===== config.mk =====
export PLATFORM = sky130hd
export DESIGN_NAME = mpy_8
export DESIGN_NICKNAME = d
export VERILOG_FILES = /design/src/rtl/mpy_8.sv
export SDC_FILE = /design/constraint.sdc
export NUM_CORES = 1
export LEC_CHECK = 0
export BUFFER_PORTS_ARGS = -buffer_cell sky130_fd_sc_hd__buf_2
export CAP_MARGIN = 20
export CORE_UTILIZATION = 53
export DETAILED_ROUTE_END_ITERATION = 16
export PLACE_DENSITY = 0.82
export SLEW_MARGIN = 40
export SYNTH_ARGS = -nofsm -noshare
export SYNTH_HDL_FRONTEND = slang
export SYNTH_SLANG_ARGS = --single-unit

===== constraint.sdc =====
create_clock -name clk -period 2.4 [get_ports clk]
set_input_delay 0.12 -clock clk [delete_from_list [all_inputs] [get_ports clk]]
set_output_delay 0.12 -clock clk [all_outputs]
set_load 0.02 [all_outputs]

===== src/rtl/mpy_8.sv =====
// rtl/mpy_8.sv - Sequential 8x8 unsigned shift-add multiplier, self-triggered on operand change
module mpy_8 (
    input  logic        clk,
    input  logic [7:0]  a,
    input  logic [7:0]  b,
    output logic [15:0] product,
    input  logic        rst
);

    localparam logic [0:0] IDLE = 1'b0;
    localparam logic [0:0] RUN  = 1'b1;

    logic [0:0]  state;
    logic [7:0]  a_q;
    logic [7:0]  b_q;
    logic [15:0] mcand;
    logic [7:0]  mplier;
    logic [15:0] acc;
    logic [2:0]  cnt;
    logic [15:0] addend;

    assign addend = mplier[0] ? mcand : 16'h0000;

    always_ff @(posedge clk) begin
        if (rst) begin
            state   <= IDLE;
            a_q     <= 8'h00;
            b_q     <= 8'h00;
            mcand   <= 16'h0000;
            mplier  <= 8'h00;
            acc     <= 16'h0000;
            cnt     <= 3'd0;
            product <= 16'h0000;
        end else begin
            case (state)
                IDLE: begin
                    // Captured operands double as the "last computed" tag for change detection
                    if ({a, b} != {a_q, b_q}) begin
                        a_q    <= a;
                        b_q    <= b;
                        mcand  <= {8'h00, a};
                        mplier <= b;
                        acc    <= 16'h0000;
                        cnt    <= 3'd0;
                        state  <= RUN;
                    end
                end
                RUN: begin
                    acc    <= acc + addend;
                    mcand  <= mcand << 1;
                    mplier <= mplier >> 1;
                    cnt    <= cnt + 3'd1;
                    if (cnt == 3'd7) begin
                        product <= acc + addend;
                        state   <= IDLE;
                    end
                end
                default: state <= IDLE;
            endcase
        end
    end

endmodule


==> key figures, run 1 <==
Status
  – Status: complete, no violations

Logic synthesis
  – Top cell type's share of synthesized area: between 40 and 50%
  – Sequential share of the synthesized area: between 40% and 50%
  – Post-synth EDFFs: 0
  – Mapped Nets: about 450
  – Top cells by area, synth: dfxtp_1 (41%), ha_1 (5.7%), xnor2_1 (5.1%)
  – Average size of a mapped cell: about 9.1 um2
  – Area leader, netlist: dfxtp_1
  – Seq cells post-synth: between 70 and 80
  – Synth Flop Type: dfxtp_1
  – Syn Inst Count: between 400 and 500
  – Yosys cell types: 53
  – Async S/R FF share, synth: 0%
  – Top cells by count, synth: dfxtp_1 (76), nor2_1 (43), nand2_1 (31)
  – Most frequent cell after synthesis: dfxtp_1
  – Synth warn: 0
  – Synthesized cell area: approximately 3700 um2

Layout
  – Syn-to-layout area delta: 19.0%
  – # diodes: 0
  – NumNets Final: 487
  – Fraction of layout cells with a size suffix above 1: between 20% and 30%
  – Multi-input logic area: between 2000 and 2500 um2
  – Layout fillers: approximately 550
  – FF/Latch Area: 1520 um2
  – Design area: about 4500 um2
  – Final Util: ~66%

Place
  – I/O Buffers: 33
  – Post-DP HPWL: 5790 um
  – Placer congestion estimate: 0.865
  – Dpl cell area: around 4100 um2

Setup path
  – Crit path launch: mplier[0]$_SDFFE_PP0P_
  – Reg2Reg Setup Slack: 0.04 ns
  – Critical path type: flop to flop
  – Crit start category: flop
  – Critical Path End Type: flop
  – Critical Path RT: 2.65 ns
  – RR Startpoint: mplier[0]$_SDFFE_PP0P_
  – Arr. time, crit path: ~2.6 ns
  – Crit path max fanout: 11

Timing
  – Tmin final: ~2.4 ns
  – Final setup viols: 0
  – Post-route setup TNS: 0 ns
  – Final hold slack: approximately 0.016 ns
  – Final Cycle Share: 98.5%
  – Max-slew violations: 0
  – Maximum clock rate: 423 MHz
  – Worst Skew: around 0.0097 ns
  – Slew headroom: between 50% and 60%
  – Final hold vios: 0
  – Worst-Margin Slew: between 0.6 and 0.7 ns

Routing
  – Antenna Violating Nets Remaining: 0
  – WL/cell: 16.2 um
  – Residual DRC: 0
  – First-pass iteration count of the detailed router: 6
  – Starting DRT DRC Count: 266
  – Vias per cell: around 6
  – Final WL: around 9000 um
  – Vias: roughly 3300

Floorplanning
  – I/O pins: 34
  – FP Rows: 30
  – DIE WIDTH: 86.0 um
  – Die area: approximately 7400 um2
  – Initial Util: 55.1%
  – Die height: ~86 um
  – Core ar.: around 6800 um2

Flow run
  – Max-cap violations: 0

CTS
  – Sinks on Clock Net: between 70 and 80
  – TritonCTS Buffers: 9
  – CTS tree: built
  – Root buf cell: clkbuf_8
  – Htree depth: 3
  – Max clock buf depth: 2
  – Clk_lat worst skew: ~0.36 ns
  – Reg clk slew, reported paths: 0.09 ns

Power
  – Pleak: just under 2 nW
  – Power per cell area: around 570 nW/um2
  – Max VDD drop: ~410 uV

Hold path
  – HP Class: primary input to flop
  – Min-delay src: b[6]

GRT
  – Global-route wire length before repair: 14200 um
  – Initial antenna violation count: 0
  – GRT Total Usage: 24.9%
  – Pin count of the biggest net entering global routing: 32
  – Total gr overflow: 0
  – Vias in the first global route: about 3000
[cell type report]
cell class	count	share of cell area, %
multi-input combinational	295	49.9
inverter	15	1.26
timing repair buffer	54	7.34
clock buffer	10	3.09
tap	96	2.70
clock inverter	6	1.55
sequential	76	34.2
[cell usage in the layout, fill, tap and decap left out, drive strengths merged, types with 4 or more instances in the layout]
| master | instances |
|---|---|
| clkbuf | 10 |
| xnor2 | 22 |
| ha | 17 |
| nand2 | 31 |
| inv | 18 |
| a31oi | 4 |
| mux2i | 17 |
| or3 | 4 |
| nor2 | 44 |
| nand4 | 4 |
| dfxtp | 76 |
| nand3 | 9 |
| buf | 54 |
| a21o | 6 |
| a21oi | 19 |
| xor2 | 6 |
| o21ai | 16 |
| nor3 | 6 |
| and2 | 19 |
| a222oi | 14 |
| a22oi | 18 |
[repair_timing]
| item | CTS | global route |
|---|---|---|
| buffers inserted | 0 | 1 |
| gates resized for setup | 10 | 29 |
| endpoints found under the setup margin | 7 | 8 |
| pin swaps | 1 | 8 |
| hold buffers | 0 | 0 |
[flip-flops by register name (all words and copies together), names as in the netlist]
signal,cells
mplier,8
state,1
mcand,16
product,16
cnt,3
acc,16
b_q,8
a_q,8
[metal layers]
metal  vias up  track usage [%]  part of all wire [%]
met2       135             40.2                    48
met3        18             3.75                   6.4
li1       1570                -                     -
met4         0             13.5                   2.3
met5         -                0                     0
met1      1537             32.2                    44
[path summary, 6_finish.rpt]
check                                               end  depth (start not counted)
worst max register to register     acc[15]$_SDFFE_PP0P_                          9
worst min-delay path             mplier[6]$_SDFFE_PP0P_                          3
worst min register to register  product[4]$_SDFFE_PP0P_                          2
worst max-delay path               acc[15]$_SDFFE_PP0P_                          9
[per-stage QoR]
stage | worst slack, ns | instances | total power (W)
2_1_floorplan | 0.0302 | 409 | 0.00147
3_3_place_gp | -0.000482 | 535 | 0.00152
3_5_place_dp | -0.0756 | 535 | 0.00153
4_1_cts | 0.00973 | 551 | 0.00254
5_1_grt | -0.0231 | 552 | 0.00263
6_report | 0.0361 | 552 | 0.00254
[power by group]
group / internal (W) / total, W / switching (W)
combinational: 0.0000813 / 0.000185 / 0.000104
clock: 0.000518 / 0.00103 / 0.000508
sequential: 0.00130 / 0.00132 / 0.0000292
total: 0.00189 / 0.00254 / 0.000642
[cells by family after synthesis]
family / Yosys count / synth area share, %
compound gates: 100 / 19.3
simple gates: 132 / 18.0
xor+xnor: 28 / 6.55
mux: 17 / 4.55
fa+ha+maj: 18 / 6.22
flops: 76 / 40.7
buf+inv: 38 / 4.68
[critical path, stage by stage (launching register included)]
cell	delay [ns]
dfxtp_2	0.34
buf_6	0.13
and2_1	0.14
ha_1	0.33
and4_4	0.23
a21o_1	0.21
nor3_2	0.19
a21oi_2	0.11
or3_1	0.32
a32o_1	0.25
No activity file was read; power rests on OpenSTA's default activity.
==> run 2, diff against run 1 <==
--- a/config.mk
+++ b/config.mk
@@ -9,7 +9,8 @@
 export CAP_MARGIN = 20
 export CORE_UTILIZATION = 53
 export DETAILED_ROUTE_END_ITERATION = 16
-export PLACE_DENSITY = 0.82
+export HOLD_SLACK_MARGIN = 0.12
+export PLACE_DENSITY = 0.75
 export SLEW_MARGIN = 40
 export SYNTH_ARGS = -nofsm -noshare
 export SYNTH_HDL_FRONTEND = slang
==> key figures, run 2 (synthesized netlist as in run 1, its figures left out) <==
Layout
  – Biggest regs: acc x16, mcand x16, product x16
  – Fraction of layout cells with a size suffix above 1: 19.3% (-4.2 points)
  – Final Util: 66.1% (+0.59 points)
  – # diodes: 0 (unchanged)
  – Commonest non-fill, non-tap cell in the layout: dfxtp_1
  – Design area: 4490 um2 (+0.90%)
  – Layout fillers: 560 (+2.8%)
  – Commonest non-fill, non-tap cells in the layout: dfxtp_1 (75), nor2_1 (43), buf_2 (33)
  – NumNets Final: 503 (+3.3%)
  – Syn-to-layout area delta: 20.0%

CTS
  – Max clock buf depth: 2 (unchanged)
  – Htree depth: 3 (unchanged)
  – CTS tree: built
  – Reg clk slew, reported paths: 0.08 ns (about the same)
  – Root buf cell: clkbuf_8
  – Sinks on Clock Net: 76 (unchanged)
  – Setup bufs post-CTS: 0 (unchanged)
  – TritonCTS Buffers: 9 (unchanged)
  – Clk_lat worst skew: 0.37 ns (about the same)

Routing
  – Final WL: 8640 um (-3.6%)
  – Wl on met1: 3800 um (-2.8%)
  – Starting DRT DRC Count: 260 (-2.3%)
  – Antenna Violating Nets Remaining: 0 (unchanged)
  – First-pass iteration count of the detailed router: 5 (-1)
  – Vias per cell: 5.69 (-3.7%)
  – Max Used Layer: met4
  – Met2 wire length: 4150 um (-2.5%)
  – Met3 Wirelength: 478 um (-17%)
  – WL/cell: 15.2 um (-6.3%)
  – Residual DRC: 0 (unchanged)
  – Vias: 3230 (-0.92%)

Timing
  – Maximum clock rate: 430 MHz (+1.6%)
  – Tmin final: 2.33 ns (-0.0365 ns)
  – Slew headroom: 45.2% (-8.1 points)
  – Final setup viols: 0 (unchanged)
  – Worst Skew: 0.00628 ns (-0.00338 ns)
  – Max-slew violations: 0 (unchanged)
  – Final hold slack: 0.184 ns (+0.167 ns)
  – Post-route setup TNS: 0 ns (unchanged)
  – Final Cycle Share: 97.0% (-1.5 points)
  – Final hold vios: 0 (unchanged)
  – Worst-Margin Slew: 0.817 ns (+0.118 ns)

GRT
  – Global-route wire length before repair: 14000 um (-1.2%)
  – Vias in the first global route: 2976 (-0.60%)
  – GRT Total Usage: 24.3% (-0.65 points)
  – Total gr overflow: 0 (unchanged)
  – Initial antenna violation count: 0 (unchanged)
  – Pin count of the biggest net entering global routing: 23 (-28%)

Power
  – Pwr Total: 0.00238 W (-6.2%)
  – Power per cell area: 530 nW/um2 (-7.0%)
  – Max VDD drop: 446 uV (+9.0%)
  – Pleak: 2.00 nW (+2.5%)

Setup path
  – Critical path type: flop to flop
  – Crit start category: flop
  – Crit path max fanout: 11 (unchanged)
  – Reg2Reg Setup Slack: 0.07 ns (+0.04 ns)
  – Max stage delay cell, worst path: dfxtp_2
  – Critical Path RT: 2.66 ns (about the same)
  – CP peak stage delay: 0.33 ns (about the same)
  – Capturing point of the worst reg2reg path: acc[13]$_SDFFE_PP0P_
  – Critical Path End Type: flop
  – Worst path cell trace: buf_6 > and2_1 > ha_1 > and4_1 > a21o_1 > nor3_1 > a21oi_1 > or3_1 > a32o_1
  – Arr. time, crit path: 2.59 ns (-0.03 ns)
  – Reg2reg path depth: 9 (unchanged)
  – RR Startpoint: mplier[0]$_SDFFE_PP0P_

Place
  – I/O Buffers: 33 (unchanged)
  – Post-DP HPWL: 5820 um (+0.46%)
  – Placer congestion estimate: 0.888 (+2.6%)
  – Dpl cell area: 4070 um2 (+0.19%)

Flow run
  – Max-cap violations: 0 (unchanged)

Hold path
  – Min-delay src: rst
  – Sink of the worst hold path: mcand[12]$_SDFFE_PP0P_
  – Hold Crit Depth: 2 (-1)
  – HP Class: primary input to flop

Floorplanning
  – Initial Util: 55.1% (unchanged)
  – Die area: 7400 um2 (unchanged)
  – Core ar.: 6790 um2 (unchanged)
  – DIE WIDTH: 86.0 um (unchanged)
  – FP Rows: 30 (unchanged)
  – Die height: 86.0 um (unchanged)
  – I/O pins: 34 (unchanged)

Status
  – Status: complete, no violations
[run 2: timing repair]
| item | CTS | global route |
|---|---|---|
| hold endpoints to repair | 32 | 0 |
| resized for setup | 1 | 21 |
| pin swaps | 0 | 4 |
| hold buffers | 16 | 0 |
| setup endpoints to repair | 3 | 9 |
[run 2: power by group]
part / total (W) / switching, W / internal (W)
registers: 0.00133 / 0.0000294 / 0.00130
logic: 0.000200 / 0.000102 / 0.0000976
clock network: 0.000855 / 0.000480 / 0.000375
total: 0.00238 / 0.000612 / 0.00177
[run 2: critical path, delay by kind of cell, from the launching register on]
kind,cells,cell delay (ns)
DFF,1,0.33
AOI/OAI and AO/OA,3,0.57
adders and majority gates,1,0.33
buffers and inverters,1,0.13
and+or+nand+nor,4,0.87
[run 2: worst max path at each step]
stage / cells after the start / from / end / slack, ns
after floorplan: 9 / mplier[0]$_SDFFE_PP0P_ / product[12]$_SDFFE_PP0P_ / 0.03
after global placement: 9 / mcand[0]$_SDFFE_PP0P_ / product[12]$_SDFFE_PP0P_ / 0.03
after detailed placement: 9 / mcand[0]$_SDFFE_PP0P_ / product[12]$_SDFFE_PP0P_ / -0.04
after CTS: 9 / mplier[0]$_SDFFE_PP0P_ / acc[15]$_SDFFE_PP0P_ / 0.008
after global routing: 10 / mplier[0]$_SDFFE_PP0P_ / product[15]$_SDFFE_PP0P_ / -0.02
final: 9 / mplier[0]$_SDFFE_PP0P_ / acc[13]$_SDFFE_PP0P_ / 0.07
[run 2: final cells by class]
class | count | area, um2 | share of cell area, %
multi-input combinational | 295 | 2140 | 47.7
tap | 96 | 120 | 2.67
inverter | 15 | 56.3 | 1.25
clock buffer | 12 | 135 | 3.01
timing repair buffer | 70 | 487 | 10.8
clock inverter | 4 | 26.3 | 0.585
sequential | 76 | 1520 | 33.9
[run 2: metrics by stage]
stage,setup slack (ns),std cells
after global routing,-0.0195,568
final,0.0726,568
after detailed placement,-0.0407,536
after floorplan,0.0302,409
after global placement,0.0325,536
after CTS,0.00808,568
[run 2: per-layer routing]
metal | GRT usage (%) | vias up
met5 | 0 | -
met1 | 30.4 | 1502
met2 | 40.0 | 109
met3 | 6.64 | 20
li1 | - | 1599
met4 | 8.94 | 0
==> run 3, diff against run 2 <==
--- a/config.mk
+++ b/config.mk
@@ -9,6 +9,7 @@
 export CAP_MARGIN = 20
 export CORE_UTILIZATION = 53
 export DETAILED_ROUTE_END_ITERATION = 16
+export GPL_TIMING_DRIVEN = 0
 export HOLD_SLACK_MARGIN = 0.12
 export PLACE_DENSITY = 0.75
 export SLEW_MARGIN = 40
==> key figures, run 3 (synthesized netlist as in run 1, its figures left out) <==
Status
  – Status: complete, no violations

Layout
  – Fin cells: 574 (+1.1%)
  – Syn-to-layout area delta: 25.4%
  – Biggest regs: acc x16, mcand x16, product x16
  – Commonest non-fill, non-tap cells in the layout: dfxtp_1 (75), nor2_1 (43), buf_2 (35)
  – Fraction of layout cells with a size suffix above 1: 20.9% (+1.6 points)
  – # diodes: 0 (unchanged)
  – NumNets Final: 509 (+1.2%)
  – Commonest non-fill, non-tap cell in the layout: dfxtp_1

Routing
  – Final WL: 9210 um (+6.6%)
  – Vias per cell: 5.59 (-1.7%)
  – Residual DRC: 0 (unchanged)
  – Antenna Violating Nets Remaining: 0 (unchanged)
  – WL/cell: 16.0 um (+5.5%)
  – First-pass iteration count of the detailed router: 5 (unchanged)
  – Vias: 3207 (-0.71%)
  – Starting DRT DRC Count: 261 (+0.38%)

Floorplanning
  – Initial Util: 55.1% (unchanged)
  – I/O pins: 34 (unchanged)
  – Core ar.: 6790 um2 (unchanged)
  – Die height: 86.0 um (unchanged)
  – DIE WIDTH: 86.0 um (unchanged)
  – FP Rows: 30 (unchanged)
  – Die area: 7400 um2 (unchanged)

Power
  – Max VDD drop: 391 uV (-12%)
  – Power per cell area: 571 nW/um2 (+7.7%)
  – Pwr Total: 0.00268 W (+13%)
  – Pleak: 1.99 nW (-0.67%)

Timing
  – Worst-Margin Slew: 0.626 ns (-0.191 ns)
  – Max-slew violations: 0 (unchanged)
  – Worst Skew: 0.0104 ns (+0.00414 ns)
  – Slew headroom: 58.3% (+13 points)
  – Maximum clock rate: 422 MHz (-1.7%)
  – Final setup viols: 0 (unchanged)
  – RSZ-0062 raised after global routing: true
  – Final Cycle Share: 98.7% (+1.7 points)
  – Final hold slack: 0.169 ns (-0.0145 ns)
  – Tmin final: 2.37 ns (+0.0409 ns)
  – Final hold vios: 0 (unchanged)

Setup path
  – Arr. time, crit path: 2.62 ns (+0.03 ns)
  – Critical Path RT: 2.65 ns (about the same)
  – Reg2reg path depth: 9 (unchanged)
  – Worst Setup EP: product[12]$_SDFFE_PP0P_
  – Reg2Reg Setup Slack: 0.03 ns (-0.04 ns)
  – Critical Path End Type: flop
  – RR Startpoint: mplier[0]$_SDFFE_PP0P_
  – Crit path launch: mplier[0]$_SDFFE_PP0P_
  – Crit path max fanout: 6 (-5)
  – Capturing point of the worst reg2reg path: product[12]$_SDFFE_PP0P_
  – Crit start category: flop
  – Critical path type: flop to flop

CTS
  – Root buf cell: clkbuf_8
  – Reg clk slew, reported paths: 0.08 ns (about the same)
  – Max clock buf depth: 2 (unchanged)
  – Clk_lat worst skew: 0.35 ns (-0.02 ns)
  – Sinks on Clock Net: 76 (unchanged)
  – Htree depth: 3 (unchanged)
  – TritonCTS Buffers: 9 (unchanged)
  – CTS tree: built

Flow run
  – Max-cap violations: 0 (unchanged)

GRT
  – Global-route wire length before repair: 14400 um (+2.6%)
  – Initial antenna violation count: 0 (unchanged)
  – Total gr overflow: 0 (unchanged)
  – Pin count of the biggest net entering global routing: 13 (-43%)
  – GRT Total Usage: 25.3% (+0.96 points)
  – Vias in the first global route: 2964 (-0.40%)

Place
  – I/O Buffers: 33 (unchanged)
  – Dpl cells: 538 (+0.37%)
  – Post-DP HPWL: 6170 um (+6.1%)
  – Placer congestion estimate: 0.890 (+0.21%)

Hold path
  – HP Class: primary input to flop
## run 3: critical path, cell delays in order (launching register included)
cell and delay, ns:
dfxtp_4 0.37, and2_4 0.15, ha_4 0.16, fa_2 0.39
a211oi_2 0.28, o21bai_2 0.12, o22ai_4 0.23, a31oi_4 0.13
nor4b_4 0.16, a311o_1 0.27
## run 3: final cells by class
type | count | area [um2]
well taps | 96 | 120
repair buffers | 54 | 363
plain buffers | 22 | 125
flip-flops and latches | 76 | 1530
inverters | 15 | 56.3
clock inverters | 3 | 67.6
clock buffers | 13 | 169
multi-input cells | 295 | 2270
fillers | 533 | 2100
## run 3: where the power goes
group          internal (W)  switching, W
combinational     0.0000997      0.000115
sequential          0.00130     0.0000253
clock              0.000672      0.000471
## run 3: worst min-delay path by stage
| stage | from | to | slack (ns) | cells past startpoint |
|---|---|---|---|---|
| floorplan | a[1] | mcand[1]$_SDFFE_PP0P_ | 0.24 | 2 |
| global placement | a[2] | mcand[2]$_SDFFE_PP0P_ | 0.37 | 3 |
| detailed placement | a[1] | mcand[1]$_SDFFE_PP0P_ | 0.38 | 3 |
| CTS | rst | acc[14]$_SDFFE_PP0P_ | 0.16 | 4 |
| global route | rst | acc[14]$_SDFFE_PP0P_ | 0.19 | 4 |
| finish | rst | acc[14]$_SDFFE_PP0P_ | 0.17 | 4 |
## run 3: what timing repair did
item	in CTS	in global routing
buffers inserted	1	4
hold buffers	16	0
pin swaps	2	13
endpoints found under the hold margin	32	0
setup endpoints to repair	13	10
gates resized for setup	20	28
## run 3: through the flow
stage	area (um2)	util (%)	setup TNS, ns	setup slack (ns)
global route	4690	69.1	-0.209	-0.0639
finish	4690	69.1	0	0.0317
floorplan	3740	-	0	0.0302
global placement	4030	59.3	-2.12	-0.325
CTS	4520	66.5	0	0.00370
detailed placement	4030	59.3	-2.34	-0.355
## run 3: per-layer routing
layer | vias to the layer above | track usage [%] | wire length, um
met4 | 0 | 7.12 | 157
met2 | 83 | 43.1 | 4580
met1 | 1506 | 31.8 | 4090
li1 | 1606 | - | -
met3 | 12 | 5.87 | 381
met5 | - | 0 | 0
